==> src/rtl/ccu_pkg.sv <==
// Shared types and round-count constants for the parametrised AES control unit.
package ccu_pkg;

    typedef enum logic [3:0] {
        ST_IDLE,
        ST_KEY_WAIT,
        ST_KEY_EXP,
        ST_DEC_KEY,
        ST_IRQ,
        ST_SERVICED,
        ST_RCU_WAIT,
        ST_ROUND,
        ST_HOLD,
        ST_FINISHED
    } ccu_state_t;

    localparam int AES128_ROUNDS = 10;
    localparam int AES192_ROUNDS = 12;
    localparam int AES256_ROUNDS = 14;

    function automatic bit rounds_legal(input int n);
        return (n == AES128_ROUNDS) || (n == AES192_ROUNDS) || (n == AES256_ROUNDS);
    endfunction

endpackage

==> src/rtl/ccu_round_ctr.sv <==
// Round counter: load to 1, count up, terminal-count flag at NUM_ROUNDS; clear wins.
module ccu_round_ctr
    import ccu_pkg::*;
#(
    parameter int RCNT_W     = 4,
    parameter int NUM_ROUNDS = AES128_ROUNDS
) (
    input  logic              clk,
    input  logic              n_rst,
    input  logic              clr,
    input  logic              load,
    input  logic              inc,
    output logic [RCNT_W-1:0] count,
    output logic              tc
);

    localparam logic [RCNT_W-1:0] LAST = RCNT_W'(NUM_ROUNDS);

    always_ff @(posedge clk) begin
        if (!n_rst || clr) begin
            count <= '0;
        end else if (load) begin
            count <= RCNT_W'(1);
        end else if (inc && !tc) begin
            count <= count + 1'b1;
        end
    end

    assign tc = (count == LAST);

endmodule

==> src/rtl/ccu_param.sv <==
// Sequencer for key expansion, data-load IRQ handshake and NUM_ROUNDS round cycles,
// with multi-block bursts that reuse the expanded key and a synchronous abort.
//
// state       | meaning
// IDLE        | unit free, waiting for enable
// KEY_WAIT    | waiting for key load (read)
// KEY_EXP     | forward key expansion running
// DEC_KEY     | inverse expansion pass (decrypt only)
// IRQ         | requesting next data block
// SERVICED    | host acknowledged, waiting for data_done
// RCU_WAIT    | one-cycle setup before rounds
// ROUND       | NUM_ROUNDS round cycles
// HOLD        | waiting for datapath aes_done
// FINISHED    | burst complete, waiting for enable release
module ccu_param
    import ccu_pkg::*;
#(
    parameter int NUM_ROUNDS = AES128_ROUNDS,
    parameter int RCNT_W     = 4,
    parameter int BCNT_W     = 5
) (
    input  logic              clk,
    input  logic              n_rst,
    input  logic              enable,
    input  logic              e_or_d,
    input  logic [BCNT_W-1:0] num_blocks,
    input  logic              read,
    input  logic              key_expanded,
    input  logic              irq_resp,
    input  logic              data_done,
    input  logic              aes_done,
    input  logic              abort,
    output logic              ed_sel,
    output logic              start_op,
    output logic              irq,
    output logic              key_op,
    output logic              ready,
    output logic [RCNT_W-1:0] round_num,
    output logic              round_active,
    output logic [BCNT_W-1:0] blocks_done
);

    ccu_state_t        state;
    logic              mode;
    logic [BCNT_W-1:0] nblk;
    logic [BCNT_W-1:0] bcnt;
    logic [BCNT_W-1:0] bcnt_nxt;
    logic              rc_clr;
    logic              rc_load;
    logic              rc_inc;
    logic              rc_tc;
    logic [RCNT_W-1:0] rc_count;
    logic              do_abort;

    assign do_abort = abort && (state != ST_IDLE);
    assign bcnt_nxt = bcnt + 1'b1;

    always_comb begin
        rc_clr  = do_abort || ((state == ST_ROUND) && rc_tc);
        rc_load = (state == ST_RCU_WAIT);
        rc_inc  = (state == ST_ROUND);
    end

    ccu_round_ctr #(
        .RCNT_W     (RCNT_W),
        .NUM_ROUNDS (NUM_ROUNDS)
    ) u_round_ctr (
        .clk   (clk),
        .n_rst (n_rst),
        .clr   (rc_clr),
        .load  (rc_load),
        .inc   (rc_inc),
        .count (rc_count),
        .tc    (rc_tc)
    );

    always_ff @(posedge clk) begin
        if (!n_rst) begin
            state <= ST_IDLE;
            irq   <= 1'b0;
            bcnt  <= '0;
            mode  <= 1'b0;
            nblk  <= BCNT_W'(1);
        end else if (do_abort) begin
            state <= ST_IDLE;
            irq   <= 1'b0;
            bcnt  <= '0;
        end else begin
            case (state)
                ST_IDLE: begin
                    if (enable) begin
                        mode  <= e_or_d;
                        nblk  <= (num_blocks == '0) ? BCNT_W'(1) : num_blocks;
                        bcnt  <= '0;
                        state <= ST_KEY_WAIT;
                    end
                end
                ST_KEY_WAIT: begin
                    if (read) state <= ST_KEY_EXP;
                end
                ST_KEY_EXP: begin
                    if (key_expanded) begin
                        if (mode) begin
                            state <= ST_IRQ;
                            irq   <= 1'b1;
                        end else begin
                            state <= ST_DEC_KEY;
                        end
                    end
                end
                ST_DEC_KEY: begin
                    if (key_expanded) begin
                        state <= ST_IRQ;
                        irq   <= 1'b1;
                    end
                end
                ST_IRQ: begin
                    if (irq_resp) begin
                        state <= ST_SERVICED;
                        irq   <= 1'b0;
                    end
                end
                ST_SERVICED: begin
                    if (data_done) state <= ST_RCU_WAIT;
                end
                ST_RCU_WAIT: begin
                    state <= ST_ROUND;
                end
                ST_ROUND: begin
                    if (rc_tc) state <= ST_HOLD;
                end
                ST_HOLD: begin
                    // Later blocks go straight back to IRQ: the expanded key is reused.
                    if (aes_done) begin
                        bcnt <= bcnt_nxt;
                        if (bcnt_nxt == nblk) begin
                            state <= ST_FINISHED;
                        end else begin
                            state <= ST_IRQ;
                            irq   <= 1'b1;
                        end
                    end
                end
                ST_FINISHED: begin
                    if (!enable) state <= ST_IDLE;
                end
                default: state <= ST_IDLE;
            endcase
        end
    end

    always_comb begin
        ed_sel       = (state != ST_IDLE) && mode;
        start_op     = (state == ST_KEY_EXP);
        ready        = (state == ST_IDLE) || (state == ST_FINISHED);
        round_active = (state == ST_ROUND);
        key_op       = (state == ST_ROUND) && rc_tc;
        round_num    = rc_count;
        blocks_done  = bcnt;
    end

endmodule

==> config.mk <==
export PLATFORM = sky130hd
export DESIGN_NAME = ccu_param
export DESIGN_NICKNAME = d
export VERILOG_FILES = /design/src/rtl/ccu_pkg.sv /design/src/rtl/ccu_round_ctr.sv /design/src/rtl/ccu_param.sv
export SDC_FILE = /design/constraint.sdc
export NUM_CORES = 1
export LEC_CHECK = 0
export BUFFER_PORTS_ARGS = -buffer_cell sky130_fd_sc_hd__buf_2
export CAP_MARGIN = 0
export CORE_MARGIN = 1.5
export CORE_UTILIZATION = 53
export DETAILED_ROUTE_END_ITERATION = 10
export GPL_TIMING_DRIVEN = 0
export HOLD_SLACK_MARGIN = 0.12
export PLACE_DENSITY_LB_ADDON = 0.3
export SYNTH_ARGS = -nofsm -noshare
export SYNTH_HDL_FRONTEND = slang
export SYNTH_SLANG_ARGS = --single-unit
==> constraint.sdc <==
create_clock -name clk -period 2.2 [get_ports clk]
set_input_delay 0.44 -clock clk [delete_from_list [all_inputs] [get_ports clk]]
set_output_delay 0.44 -clock clk [all_outputs]
set_load 0.02 [all_outputs]
==> results.tsv, run 1 <==
metric	value	unit
wire_per_inst	13.6	um
grt_usage	25.5	%
fp.dieW	52.3	um
crit_slowest_cell	clkbuf_1	
max_stage_delay	0.35	ns
final_util	67.1	%
htreeDepth	1	
area_growth	17.5	%
vias_per_cell	5.77	
fin_area	1510	um^2
vdd_ir_drop_max	0.000587	V
die_height	52.3	um
crit_arrival	1.57	ns
final_layout_size_suffix_gt1_share	27.0	%
postCtsHoldBufs	0	
grt_pass1_wl	5.32	mm
p_int	0.000785	W
min_period	2.01	ns
leakage	0.629	nW
placementRows	17	
num_antenna_cells	0	
synth_warnings	0	
post-cts-setup-buffers	0	
clkPwrFrac	16.1	%
numCtsBuffers	3	
skew	0.00607	ns
core-area	2250	um^2
cts_tree	yes	
hold_path_class	in -> reg	
drt_iter0_drc	23	
grt_antenna_before_repair	0	
path_clk_slew	0.12	ns
post-place-cells	220	
start_util	57.1	%
grt_max_degree	12	
synthFlopType	dfxtp_1	
io_pins	30	
root_buffer	clkbuf_4	
vias	1293	
synth-seq-area-share	31.1	%
status	finished clean	
synth-seq-cells	20	
drv_slew	0	
slew_headroom	64.2	%
dp_hpwl	2.30	mm
swShare	42.4	%
fmax	498	MHz
antenna_left	0	
dpl-instance-area	1470	um^2
clk_latency	0.30	ns
nFillCells	202	
port_buffers	29	
grt_pass1_vias	1233	
power_frac_comb	50.3	%
crit_family	buffers and inverters	
critPathLaunchType	register	
first_pass_iters	4	
p_seq_share	33.6	%
period_share	91.3	%
crit_type	reg -> out	
clk_path_buf_depth	2	
synth_nets	181	
setup_viol	0	
clock_sinks	20	
powerDensity	901	nW/um^2
cp.required	1.76	ns
synth_area	1290	um^2
p_sw	0.000578	W
syn-mean-instance-area	7.90	um^2
nNetsFinal	215	
gp_congestion	0.871	
seq_area	402	um^2
setup_tns	0	ns
yosysUniqueCellTypes	51	
synthCells	163	
wirelength	3.06	mm
rsz0062_at_grt	no	
cp_cell_sequence	buf_6 -> clkbuf_1 -> nand2_1 -> a21boi_0 -> buf_2	
dieArea	2730	um^2
hold_violations	0	
async_flop_share	0	%
path_buf_inv	3	
path_max_fanout	10	
synth-edff-count	0	
drv_cap	0	
tightest_slew	0.535	ns
multi_input_area	838	um^2
worstSetupEndpointType	output pin	
gr-total-overflow	0	
drt_drc_violations_left	0	
instances_no_fill	224	
worst register-to-register path, cell delays in order, from the launching register on:
cell	delay, ns
dfxtp_1	0.35
inv_1	0.10
ha_1	0.17
nand3b_1	0.15
nor3b_2	0.23
a2111oi_2	0.51
o221a_2	0.30
a211oi_2	0.04
stage by stage:
step | hold WS (ns) | setup slack (ns) | power [W]
6_report | 0.359 | 0.191 | 0.00136
5_1_grt | 0.371 | 0.0562 | 0.00146
4_1_cts | 0.352 | 0.0708 | 0.00136
3_5_place_dp | 0.450 | 0.122 | 0.00114
3_3_place_gp | 0.443 | 0.125 | 0.00112
2_1_floorplan | 0.447 | 0.315 | 0.000989
area by class of cell:
cell class              count  area share (%)
clock buffers               4            2.40
inverters                   6            1.49
flip-flops and latches     20            26.6
repair buffers             29            9.59
plain buffers               6            2.23
well taps                  28            2.32
multi-input cells         131            55.4
metal layers:
layer  vias up  GRT usage, %  part of all wire, %
met5         -             0                    0
met4         0          5.13                 0.49
met3         2          2.57                  3.5
met2        30          44.4                   50
met1       605          33.9                   46
li1        656             -                    -
state kept, by name, indices dropped and copies added, names as in the netlist:
signal             count
nblk                   5
blocks_done            5
state                  4
u_round_ctr.count      4
mode                   1
irq                    1
power groups by stage:
stage	Sequential, W	Combinational (W)	Clock [W]
CTS	0.000457	0.000680	0.000223
global route	0.000466	0.000764	0.000235
finish	0.000458	0.000686	0.000219
global placement	0.000462	0.000654	0
detailed placement	0.000466	0.000678	0
floorplan	0.000463	0.000526	0
synth_stat cells (2+ instances only):
cell	instances	share of area, %
xor2_1	2	1.4
or3_1	2	0.97
and2_1	4	1.9
nor2_1	15	4.4
nor4_1	2	0.97
a211oi_1	2	1.2
o21ai_1	8	3.1
nand3b_1	3	1.7
nor2b_1	4	1.9
clkbuf_1	2	0.58
dfxtp_1	20	31
nand2_1	21	6.1
o211ai_1	2	1.2
ha_1	3	2.9
nor3_1	4	1.6
nand3_1	4	1.6
or3b_2	2	1.4
o21ai_0	6	2.3
buf_2	3	1.2
xnor2_1	3	2.0
a21boi_1	5	2.9
inv_1	5	1.5
a21oi_1	13	5.1
kinds of logic (layout without fill, tap and decap cells):
group                      count (synthesis)  after routing  synth area share [%]
xor gates and xnor gates                   5              5                  3.40
muxes                                      1              1                 0.875
AOI/OAI and AO/OA                         49             49                  25.7
buffers and inverters                     12             45                  4.37
DFF                                       20             20                  31.1
adders and majority gates                  3              3                  2.92
and+or+nand+nor                           73             73                  31.7
what timing repair did:
action,4_1_cts,5_1_grt
resized for setup,0,3
endpoints found under the hold margin,0,0
setup endpoints to repair,0,2
placed cells by master (no fill, tap or decap), types with 3 or more instances in the layout:
master    count
xnor2_1       3
o21ai_1       8
nor2b_1       4
nand2_1      21
a21boi_1      5
nand3b_1      3
o21ai_0       6
dfxtp_1      19
clkbuf_4      3
and2_1        4
inv_1         5
nor2_1       15
nor3_1        4
buf_2        32
nand3_1       4
a21oi_1      13
worst paths after layout:
check / startpoint / end / slack [ns] / cells after the start
worst min-delay path: e_or_d / mode / 0.36 / 3
worst min register to register: irq / irq / 0.47 / 1
worst max register to register: u_round_ctr.count[0] / state[2] / 0.25 / 7
worst max-delay path: state[0] / ready / 0.19 / 5
No activity file was read; power rests on OpenSTA's default activity.
==> run 2: changes to the inputs <==
--- a/config.mk
+++ b/config.mk
@@ -14,4 +14,5 @@
 export HOLD_SLACK_MARGIN = 0.12
 export PLACE_DENSITY_LB_ADDON = 0.3
+export RECOVER_POWER = 100
 export SYNTH_ARGS = -nofsm -noshare
 export SYNTH_HDL_FRONTEND = slang
==> constraint.sdc (replaced) <==
create_clock -name clk -period 2.2 [get_ports clk]
set_input_delay 0.11 -clock clk [delete_from_list [all_inputs] [get_ports clk]]
set_output_delay 0.11 -clock clk [all_outputs]
set_load 0.02 [all_outputs]
==> run 2 against run 1 <==
  * Clock power is essentially flat
  * Worst setup slack lost 0.094 ns
  * Final cell count increased by 3.6%
  * Count of clock-buffer cells in the layout unchanged
  * First-iteration DRC count up 26%
  * Hold slack got worse by 0.23 ns
  * Flip-flop and latch count unchanged
==> results.tsv, run 2 (synthesis results as in run 1) <==
metric	value	unit	change
grt_max_degree	12		unchanged
grt_antenna_before_repair	0		unchanged
core-area	2250	um^2	unchanged
grt_usage	26.5	%	was 25.5%
hold_path_class	in -> reg		unchanged
drt_drc_violations_left	0		unchanged
vias_per_cell	5.81		was 5.77
leakage	0.639	nW	was 0.629 nW
skew	0.00463	ns	was 0.00607 ns
clk_latency	0.30	ns	about the same
wirelength	3.26	mm	was 3.06 mm
numCtsBuffers	3		unchanged
tightest_slew	0.563	ns	was 0.535 ns
vdd_ir_drop_max	0.000560	V	was 0.000587 V
mostFrequentLayoutCells	25 x buf_2, 20 x nand2_1, 20 x dfxtp_1, 15 x nor2_1, 13 x a21oi_1		was 32 x buf_2, 21 x nand2_1, 19 x dfxtp_1, 15 x nor2_1, 13 x a21oi_1
path_clk_slew	0.12	ns	about the same
num_antenna_cells	0		unchanged
crit_arrival	2.31	ns	was 1.57 ns
grt_pass1_wl	5.55	mm	was 5.32 mm
crit_type	reg -> reg		was reg -> out
dieArea	2730	um^2	unchanged
powerDensity	888	nW/um^2	was 901 nW/um^2
die_height	52.3	um	unchanged
cts_tree	yes		unchanged
fin_area	1600	um^2	was 1510 um^2
layout_commonest_cell	buf_2		unchanged
setup_viol	0		unchanged
instances_no_fill	232		was 224
drv_slew	0		unchanged
min_period	2.10	ns	was 2.01 ns
setup_tns	0	ns	unchanged
io_pins	30		unchanged
fp.dieW	52.3	um	unchanged
period_share	95.6	%	was 91.3%
gp_congestion	0.871		unchanged
clock_sinks	20		unchanged
status	finished clean		unchanged
root_buffer	clkbuf_4		unchanged
antenna_left	0		unchanged
hold_violations	0		unchanged
first_pass_iters	4		unchanged
post-place-cells	220		unchanged
area_growth	24.0	%	was 17.5%
fmax	476	MHz	was 498 MHz
dp_hpwl	2.30	mm	unchanged
post-cts-setup-buffers	0		unchanged
dpl-instance-area	1470	um^2	unchanged
slew_headroom	62.4	%	was 64.2%
final_layout_size_suffix_gt1_share	22.5	%	was 27.0%
clk_path_buf_depth	2		unchanged
port_buffers	29		unchanged
placementRows	17		unchanged
worstSetupEndpointType	register		was output pin
drt_iter0_drc	29		was 23
rsz0062_at_grt	yes		was no
grt_pass1_vias	1296		was 1233
nFillCells	191		was 202
htreeDepth	1		unchanged
path_max_fanout	10		unchanged
gr-total-overflow	0		unchanged
nNetsFinal	223		was 215
wire_per_inst	14.1	um	was 13.6 um
vias	1348		was 1293
final_util	70.8	%	was 67.1%
critPathLaunchType	register		unchanged
start_util	57.1	%	unchanged
drv_cap	0		unchanged
cp.required	2.40	ns	was 1.76 ns
[run 2: cell count changes in the layout (fill, tap and decap cells not counted), sizes merged]
cell	previous run	this run
dlygate4sd3	0	8
buf	33	26
clkbuf	6	13
[run 2: per-stage QoR]
| stage | hold WS (ns) | total power [W] | setup WS [ns] |
|---|---|---|---|
| after global placement | 0.344 | 0.00112 | 0.125 |
| after CTS | 0.124 | 0.00138 | 0.0548 |
| after global routing | 0.144 | 0.00152 | -0.00781 |
| after floorplan | 0.190 | 0.000989 | 0.315 |
| final | 0.130 | 0.00142 | 0.0977 |
| after detailed placement | 0.359 | 0.00114 | 0.122 |
[run 2: final cells by class]
type,count,area [um^2],area share (%)
flip-flops and latches,20,400,25.1
inverters,6,22.5,1.41
plain buffers,6,33.8,2.12
clock buffers,4,36.3,2.27
multi-input cells,131,852,53.4
well taps,28,35.0,2.19
repair buffers,37,216,13.6
[run 2: worst max-delay path: stages (launching register included)]
cell	delay, ns
dfxtp_1	0.37
buf_2	0.21
nor4_4	0.36
nand2_2	0.20
nor3_2	0.21
o21ai_1	0.09
dlygate4sd3_1	0.56
[run 2: power by group]
group | internal [W] | leakage, nW | switching (W)
clock | 0.000101 | 0.0210 | 0.000119
combinational | 0.000300 | 0.455 | 0.000440
sequential | 0.000413 | 0.163 | 0.0000454
total | 0.000814 | 0.639 | 0.000604
[run 2: layer usage]
layer | share of wire, % | up-vias | GRT usage, % | wire (um)
li1 | - | 678 | - | -
met1 | 46 | 634 | 34.6 | 1510
met2 | 50 | 32 | 46.9 | 1630
met3 | 2.9 | 4 | 2.86 | 93
met4 | 0.83 | 0 | 5.56 | 27
met5 | 0 | - | 0 | 0
[run 2: timing repair]
| action | in CTS | in global routing |
|---|---|---|
| endpoints found under the setup margin | 0 | 4 |
| endpoints found under the hold margin | 6 | 0 |
| resized for setup | 0 | 4 |
| hold buffers | 8 | 0 |
[run 2: worst paths after layout]
| check | from | to | slack, ns | cells past startpoint |
|---|---|---|---|---|
| setup / recovery | state[1] | nblk[0] | 0.1 | 6 |
| hold / removal | aes_done | blocks_done[2] | 0.13 | 3 |
| hold reg to reg | irq | irq | 0.48 | 1 |
| setup reg to reg | state[1] | nblk[0] | 0.1 | 6 |
